===== config.mk =====
export PLATFORM = sky130hd
export DESIGN_NAME = axi4lite_spi_slave
export DESIGN_NICKNAME = d
export VERILOG_FILES = /design/src/rtl/spi_pkg.sv /design/src/rtl/spi_sync.sv /design/src/rtl/axi4lite_spi_slave.sv
export SDC_FILE = /design/constraint.sdc
export NUM_CORES = 1
export LEC_CHECK = 0
export ABC_AREA = 1
export CORE_UTILIZATION = 48
export DETAILED_ROUTE_END_ITERATION = 8
export PLACE_DENSITY = 0.78
export SLEW_MARGIN = 20
export SYNTH_ARGS = -nofsm -noshare
export SYNTH_HDL_FRONTEND = slang
export SYNTH_SLANG_ARGS = --single-unit

===== constraint.sdc =====
create_clock -name aclk -period 4.2 [get_ports aclk]
set_input_delay 0.84 -clock aclk [delete_from_list [all_inputs] [get_ports aclk]]
set_output_delay 0.84 -clock aclk [all_outputs]
set_load 0.02 [all_outputs]

===== src/rtl/spi_pkg.sv =====
// Shared SPI definitions: master defaults plus the slave FSM encoding and
// slave parameter defaults.
package spi_pkg;

  // SPI master defaults.
  localparam int SPI_MST_NBITS_DEF   = 24;
  localparam int SPI_MST_CLK_DIV_DEF = 4;
  localparam bit SPI_MST_CPOL        = 1'b0;
  localparam bit SPI_MST_CPHA        = 1'b0;

  // SPI slave defaults.
  localparam int SPI_SLV_NBITS_DEF = 24;
  localparam int SPI_SLV_NSYNC_DEF = 2;

  // Slave transaction state.
  typedef enum logic [1:0] {
    ST_IDLE  = 2'd0,
    ST_SHIFT = 2'd1,
    ST_DONE  = 2'd2
  } spi_slv_state_e;

  // Increment an 8-bit counter, holding at its maximum.
  function automatic logic [7:0] sat_inc8(input logic [7:0] v);
    return (v == 8'hFF) ? v : v + 8'd1;
  endfunction

endpackage


===== src/rtl/spi_sync.sv =====
// Multi-flop synchronizer for one asynchronous input into the aclk domain.
module spi_sync #(
  parameter int   DEPTH   = 2,
  parameter logic RST_VAL = 1'b0
) (
  input  logic aclk,
  input  logic areset,
  input  logic d,
  output logic q
);

  logic [DEPTH-1:0] sync_q;
  logic [DEPTH-1:0] sync_d;

  // Shift the raw input one stage deeper each cycle.
  always_comb begin
    sync_d = {sync_q[DEPTH-2:0], d};
  end

  // Register the chain; reset to the line's idle level.
  always_ff @(posedge aclk or posedge areset) begin
    // NOTE: the chain resets to the idle level of the line so that leaving
    // reset never looks like an edge on the synchronized signal.
    if (areset) begin
      sync_q <= {DEPTH{RST_VAL}};
    end else begin
      // NOTE: non-blocking so every stage samples the previous stage's old value.
      sync_q <= sync_d;
    end
  end

  assign q = sync_q[DEPTH-1];

endmodule


===== src/rtl/axi4lite_spi_slave.sv =====
// SPI mode-0 slave oversampled by aclk: receives an NBITS word on mosi,
// returns spi_tx_din on miso, and keeps word and abort statistics.
module axi4lite_spi_slave
  import spi_pkg::*;
#(
  parameter int NBITS = SPI_SLV_NBITS_DEF,
  parameter int NSYNC = SPI_SLV_NSYNC_DEF
) (
  input  logic        aclk,
  input  logic        areset,
  input  logic [31:0] spi_tx_din,
  output logic [31:0] spi_rx_dout,
  output logic        spi_rx_vld,
  output logic        spi_busy,
  output logic [31:0] spi_event_count,
  output logic [7:0]  spi_abort_count,
  input  logic        cs_n,
  input  logic        sclk,
  input  logic        mosi,
  output logic        miso,
  output logic        miso_oe
);

  localparam int CNT_W = $clog2(NBITS + 1);

  // Synchronized SPI inputs.
  logic cs_s;
  logic sclk_s;
  logic mosi_s;

  spi_sync #(.DEPTH(NSYNC), .RST_VAL(1'b1)) u_sync_cs (
    .aclk(aclk), .areset(areset), .d(cs_n), .q(cs_s)
  );
  spi_sync #(.DEPTH(NSYNC), .RST_VAL(1'b0)) u_sync_sclk (
    .aclk(aclk), .areset(areset), .d(sclk), .q(sclk_s)
  );
  spi_sync #(.DEPTH(NSYNC), .RST_VAL(1'b0)) u_sync_mosi (
    .aclk(aclk), .areset(areset), .d(mosi), .q(mosi_s)
  );

  // Upper tx bits beyond NBITS are intentionally ignored.
  logic unused_tx_bits;
  assign unused_tx_bits = ^spi_tx_din;

  spi_slv_state_e   state_q,     state_d;
  logic [NBITS-1:0] tx_sr_q,     tx_sr_d;
  logic [NBITS-1:0] rx_sr_q,     rx_sr_d;
  logic [CNT_W-1:0] bit_cnt_q,   bit_cnt_d;
  logic [31:0]      rx_dout_q,   rx_dout_d;
  logic             rx_vld_q,    rx_vld_d;
  logic             busy_q,      busy_d;
  logic [31:0]      event_cnt_q, event_cnt_d;
  logic [7:0]       abort_cnt_q, abort_cnt_d;
  logic             miso_q,      miso_d;
  logic             miso_oe_q,   miso_oe_d;
  logic             cs_prev_q,   cs_prev_d;
  logic             sclk_prev_q, sclk_prev_d;
  // flush_q fills with ones after reset; its top bit marks the point where
  // the synchronizer outputs reflect the real pins rather than reset values.
  logic [NSYNC:0]   flush_q,     flush_d;
  // armed_q is set once cs_n has been seen high after reset, so a select
  // held low across reset cannot start a transaction.
  logic             armed_q,     armed_d;

  logic cs_fall;
  logic cs_rise;
  logic sclk_rise;
  logic sclk_fall;

  assign cs_fall   = armed_q & cs_prev_q & ~cs_s;
  assign cs_rise   = cs_s & ~cs_prev_q;
  assign sclk_rise = sclk_s & ~sclk_prev_q;
  assign sclk_fall = ~sclk_s & sclk_prev_q;

  // Next-state logic for the transaction FSM, shift registers and counters.
  always_comb begin
    // NOTE: every _d signal starts from a default so no path leaves it
    // unassigned, which would otherwise infer a latch.
    state_d     = state_q;
    tx_sr_d     = tx_sr_q;
    rx_sr_d     = rx_sr_q;
    bit_cnt_d   = bit_cnt_q;
    rx_dout_d   = rx_dout_q;
    rx_vld_d    = 1'b0;
    busy_d      = busy_q;
    event_cnt_d = event_cnt_q;
    abort_cnt_d = abort_cnt_q;
    miso_d      = miso_q;
    miso_oe_d   = ~cs_s;
    cs_prev_d   = cs_s;
    sclk_prev_d = sclk_s;
    flush_d     = {flush_q[NSYNC-1:0], 1'b1};
    armed_d     = armed_q | (flush_q[NSYNC] & cs_s);

    case (state_q)
      ST_IDLE: begin
        miso_d = 1'b0;
        if (cs_fall) begin
          state_d   = ST_SHIFT;
          tx_sr_d   = spi_tx_din[NBITS-1:0];
          rx_sr_d   = '0;
          miso_d    = spi_tx_din[NBITS-1];
          bit_cnt_d = '0;
          busy_d    = 1'b1;
        end
      end

      ST_SHIFT: begin
        if (cs_rise) begin
          // Truncated transaction: drop the partial word.
          state_d     = ST_IDLE;
          busy_d      = 1'b0;
          miso_d      = 1'b0;
          abort_cnt_d = sat_inc8(abort_cnt_q);
        end else if (sclk_rise) begin
          rx_sr_d   = (rx_sr_q << 1) | NBITS'(mosi_s);
          bit_cnt_d = bit_cnt_q + 1'b1;
          if (bit_cnt_d == CNT_W'(NBITS)) begin
            state_d     = ST_DONE;
            rx_dout_d   = 32'(rx_sr_d);
            rx_vld_d    = 1'b1;
            event_cnt_d = event_cnt_q + 32'd1;
            miso_d      = 1'b0;
          end
        end else if (sclk_fall) begin
          // Zeros shift in behind the word, so miso reads 0 once it is spent.
          tx_sr_d = tx_sr_q << 1;
          miso_d  = tx_sr_d[NBITS-1];
        end
      end

      ST_DONE: begin
        miso_d = 1'b0;
        if (cs_rise) begin
          state_d = ST_IDLE;
          busy_d  = 1'b0;
        end
      end

      default: begin
        state_d = ST_IDLE;
        busy_d  = 1'b0;
        miso_d  = 1'b0;
      end
    endcase
  end

  // State and output registers, all cleared asynchronously.
  always_ff @(posedge aclk or posedge areset) begin
    if (areset) begin
      state_q     <= ST_IDLE;
      tx_sr_q     <= '0;
      rx_sr_q     <= '0;
      bit_cnt_q   <= '0;
      rx_dout_q   <= '0;
      rx_vld_q    <= 1'b0;
      busy_q      <= 1'b0;
      event_cnt_q <= '0;
      abort_cnt_q <= '0;
      miso_q      <= 1'b0;
      miso_oe_q   <= 1'b0;
      cs_prev_q   <= 1'b1;
      sclk_prev_q <= 1'b0;
      flush_q     <= '0;
      armed_q     <= 1'b0;
    end else begin
      state_q     <= state_d;
      tx_sr_q     <= tx_sr_d;
      rx_sr_q     <= rx_sr_d;
      bit_cnt_q   <= bit_cnt_d;
      rx_dout_q   <= rx_dout_d;
      rx_vld_q    <= rx_vld_d;
      busy_q      <= busy_d;
      event_cnt_q <= event_cnt_d;
      abort_cnt_q <= abort_cnt_d;
      miso_q      <= miso_d;
      miso_oe_q   <= miso_oe_d;
      cs_prev_q   <= cs_prev_d;
      sclk_prev_q <= sclk_prev_d;
      flush_q     <= flush_d;
      armed_q     <= armed_d;
    end
  end

  assign spi_rx_dout     = rx_dout_q;
  assign spi_rx_vld      = rx_vld_q;
  assign spi_busy        = busy_q;
  assign spi_event_count = event_cnt_q;
  assign spi_abort_count = abort_cnt_q;
  assign miso            = miso_q;
  assign miso_oe         = miso_oe_q;

endmodule


==> run metrics <==
num ports=113; Pint=2.66 mW; Sink Count=approximately 130; largest cells by area after synthesis=dfrtp_1 (52%), nand2_1 (15%), inv_1 (4.7%), nor2_1 (4.0%), o21ai_0 (3.2%); # rows=between 40 and 50; Slew @ Worst Pin=slightly above 1 ns; fillers=around 1100; CP Launch Type=register; fin nets=881; Seq pwr share=between 30% and 40%; # setup viols final=0; RSZ-0062 raised after global routing=no; Post-DP Area=between 0.007 and 0.008 mm2; CP Cell Sequence=inv_1, ha_1, inv_2, nor2_1, nor2_1, nand3_1, o22ai_1; most common cell after layout, fill and taps aside=nand2_1; layout cells sized above 1=~6%; Ys Warns=0; setup bufs post-CTS=0; Root Driver=clkbuf_16; number of global-route vias before repair=a little under 5000; final worst slack=around 1.5 ns; Die Span Y=around 120 um; class of the worst hold path=reg2reg; H-tree depth=4; die width=~120 um; Critical Path RT=4.50 ns; Worst EP arrival=~3.0 ns; biggest area consumer among synthesized cells=dfrtp_1; post-detailed-route wirelength per cell=12.8 um; Design Area, Final=0.00784 mm2; Clk pwr share=between 30 and 40%; core region area=0.0126 mm2; fin. max-slew vios=0; switching share of power=between 30% and 40%; Slew HR=30.7%; max cap viols=0; Crit Path Class=reg2reg; P per Cell Area=~500 mW/mm2; vias=a little over 5000; # diodes=0; switching power=approximately 1.3 mW; Comb power frac=22.6%; ANT nets after route=0; Total Routing Usage GR=between 20% and 30%; post-synthesis to final-layout area growth=26.4%; Multi-input gate area=about 0.0024 mm2; grt total ovfl=0; post-synthesis cell count=roughly 740; WL final=approximately 13000 um; synthesized cell area=approximately 0.0062 mm2; top cell type's share of synthesized area=52.5%; most used cell, CP=nor2_1; total area of sequential cells=~0.0033 mm2; DR DRC count=0; worst-path maximum fanout=26; drt first pass iters=5; leading cell types in the layout, fill and taps excluded=nand2_1 (242), dfrtp_1 (130), clkdlybuf4s50_1 (96); cts hold-fix bufs=0; final hold violations=0; routability cong.=~0.91; Avg Synthesized Cell Area=roughly 8.3 um2; first-pass GRT wire length=between 20000 and 25000 um; port bufs=between 90 and 100; Iter 0 DRT Violations=between 300 and 400; Setup TNS=0 ns; Pleak=approximately 3.4 nW; VDD IR max=~0.00036 V; Seq/Total Area, Yosys=a little over half; antenna violations before repair=0; largest net degree at the start of global routing=between 60 and 70; CTS tree=yes; post-synthesis cell type count=31; DP HPWL=between 8000 and 9000 um; setup slack at placement=1.64 ns; minimum clock period=2.69 ns; Slowest Stage Delay on Critical Path=0.71 ns; initial cell density of the core=roughly 49%; DR vias/cell=~5.0; Worst-path clk slew=approximately 0.060 ns; worst skew pair latency=0.42 ns; Max Buffers Root-to-Sink=2; CTS resizes=0; Worst Setup End Kind=register; synthesized flop and latch total=around 130; Tcrit/Tclk final=approximately 64%; Final Util=between 60 and 70%; die area=around 0.013 mm2; CTS Buf Count=17; Layout Skew=around 0.0067 ns; Pwr Total=about 3.9 mW; outcome=completed; fmax=about 0.37 GHz; slowest CP cell=nand3_1
[final timing paths]
| path | cells after the start | start | slack (ns) | end |
|---|---|---|---|---|
| worst max register to register | 7 | state_q[1] | 1.51 | rx_sr_q[8] |
| min in group asynchronous | 2 | areset | 0.95 | spi_abort_count[6] |
| worst min-delay path | 0 | flush_q[0] | 0.35 | flush_q[1] |
| worst min register to register | 0 | flush_q[0] | 0.35 | flush_q[1] |
| worst max-delay path | 7 | state_q[1] | 1.51 | rx_sr_q[8] |
| max in group asynchronous | 3 | areset | 2.42 | spi_event_count[10] |
[final cells by class]
| cell class | count | area share, % |
|---|---|---|
| Sequential cell | 133 | 42.5 |
| Multi-Input combinational cell | 506 | 30.5 |
| Timing Repair Buffer | 100 | 12.8 |
| Clock buffer | 19 | 5.65 |
| Inverter | 80 | 3.88 |
| Tap cell | 172 | 2.75 |
| Clock inverter | 13 | 1.90 |
[power by group through the flow]
stage	clock (mW)	sequential (mW)	combinational (mW)
4_1_cts	1.49	1.56	0.894
3_5_place_dp	0	1.58	0.886
3_3_place_gp	0	1.57	0.865
5_1_grt	1.55	1.58	1.01
6_report	1.47	1.56	0.888
2_1_floorplan	0	1.59	0.678
[sequential cells by signal (all words and copies together) (netlist names), 2 cells and up]
register,flops
spi_abort_count,8
spi_event_count,32
u_sync_mosi.sync_q,2
rx_sr_q,23
tx_sr_q,23
u_sync_sclk.sync_q,2
u_sync_cs.sync_q,2
state_q,2
bit_cnt_q,5
spi_rx_dout,24
flush_q,3
[synthesized netlist by cell type]
library cell	instances
a21o_1	1
a21oi_1	2
a31oi_1	23
buf_2	12
buf_4	12
buf_6	2
buf_8	1
clkbuf_1	5
conb_1	2
dfrtp_1	130
dfstp_2	3
ha_1	6
inv_1	77
inv_2	3
nand2_1	242
nand2_2	1
nand3_1	28
nand3_2	1
nand3b_1	7
nand3b_4	1
nand4_1	11
nor2_1	66
nor2_2	5
nor2_4	1
nor3_1	17
nor3_2	1
o21ai_0	40
o21bai_1	1
o22ai_1	23
o31ai_1	1
xor2_1	19
[logic make-up after synthesis]
family                     Yosys count  synth area share [%]
buffers and inverters              112                  8.17
and+or+nand+nor                    381                  25.7
DFF                                133                  53.7
AOI/OAI and AO/OA                   91                  8.40
xor gates and xnor gates            19                  2.68
adders and majority gates            6                  1.21
other                                2                 0.121
[stage by stage]
step                instances  hold slack, ns
global placement          991           0.333
global route             1023           0.354
floorplan                 751           0.331
CTS                      1023           0.352
finish                   1023           0.348
detailed placement        991           0.338
[critical path, delay by kind of cell, from the launching register on]
kind,cells,cell delay (ns)
and+or+nand+nor,3,1.08
AOI/OAI and AO/OA,1,0.51
buffers and inverters,2,0.39
DFF,1,0.38
adders and majority gates,1,0.20
[metal layers]
layer	track usage, %	wire length (um)	vias to the layer above
met3	5.02	587	30
met1	27.6	5950	2387
met5	0	0	-
met2	35.5	6290	148
li1	-	-	2560
met4	10.3	295	0
Note: power is estimated with default switching activity, not from simulation.
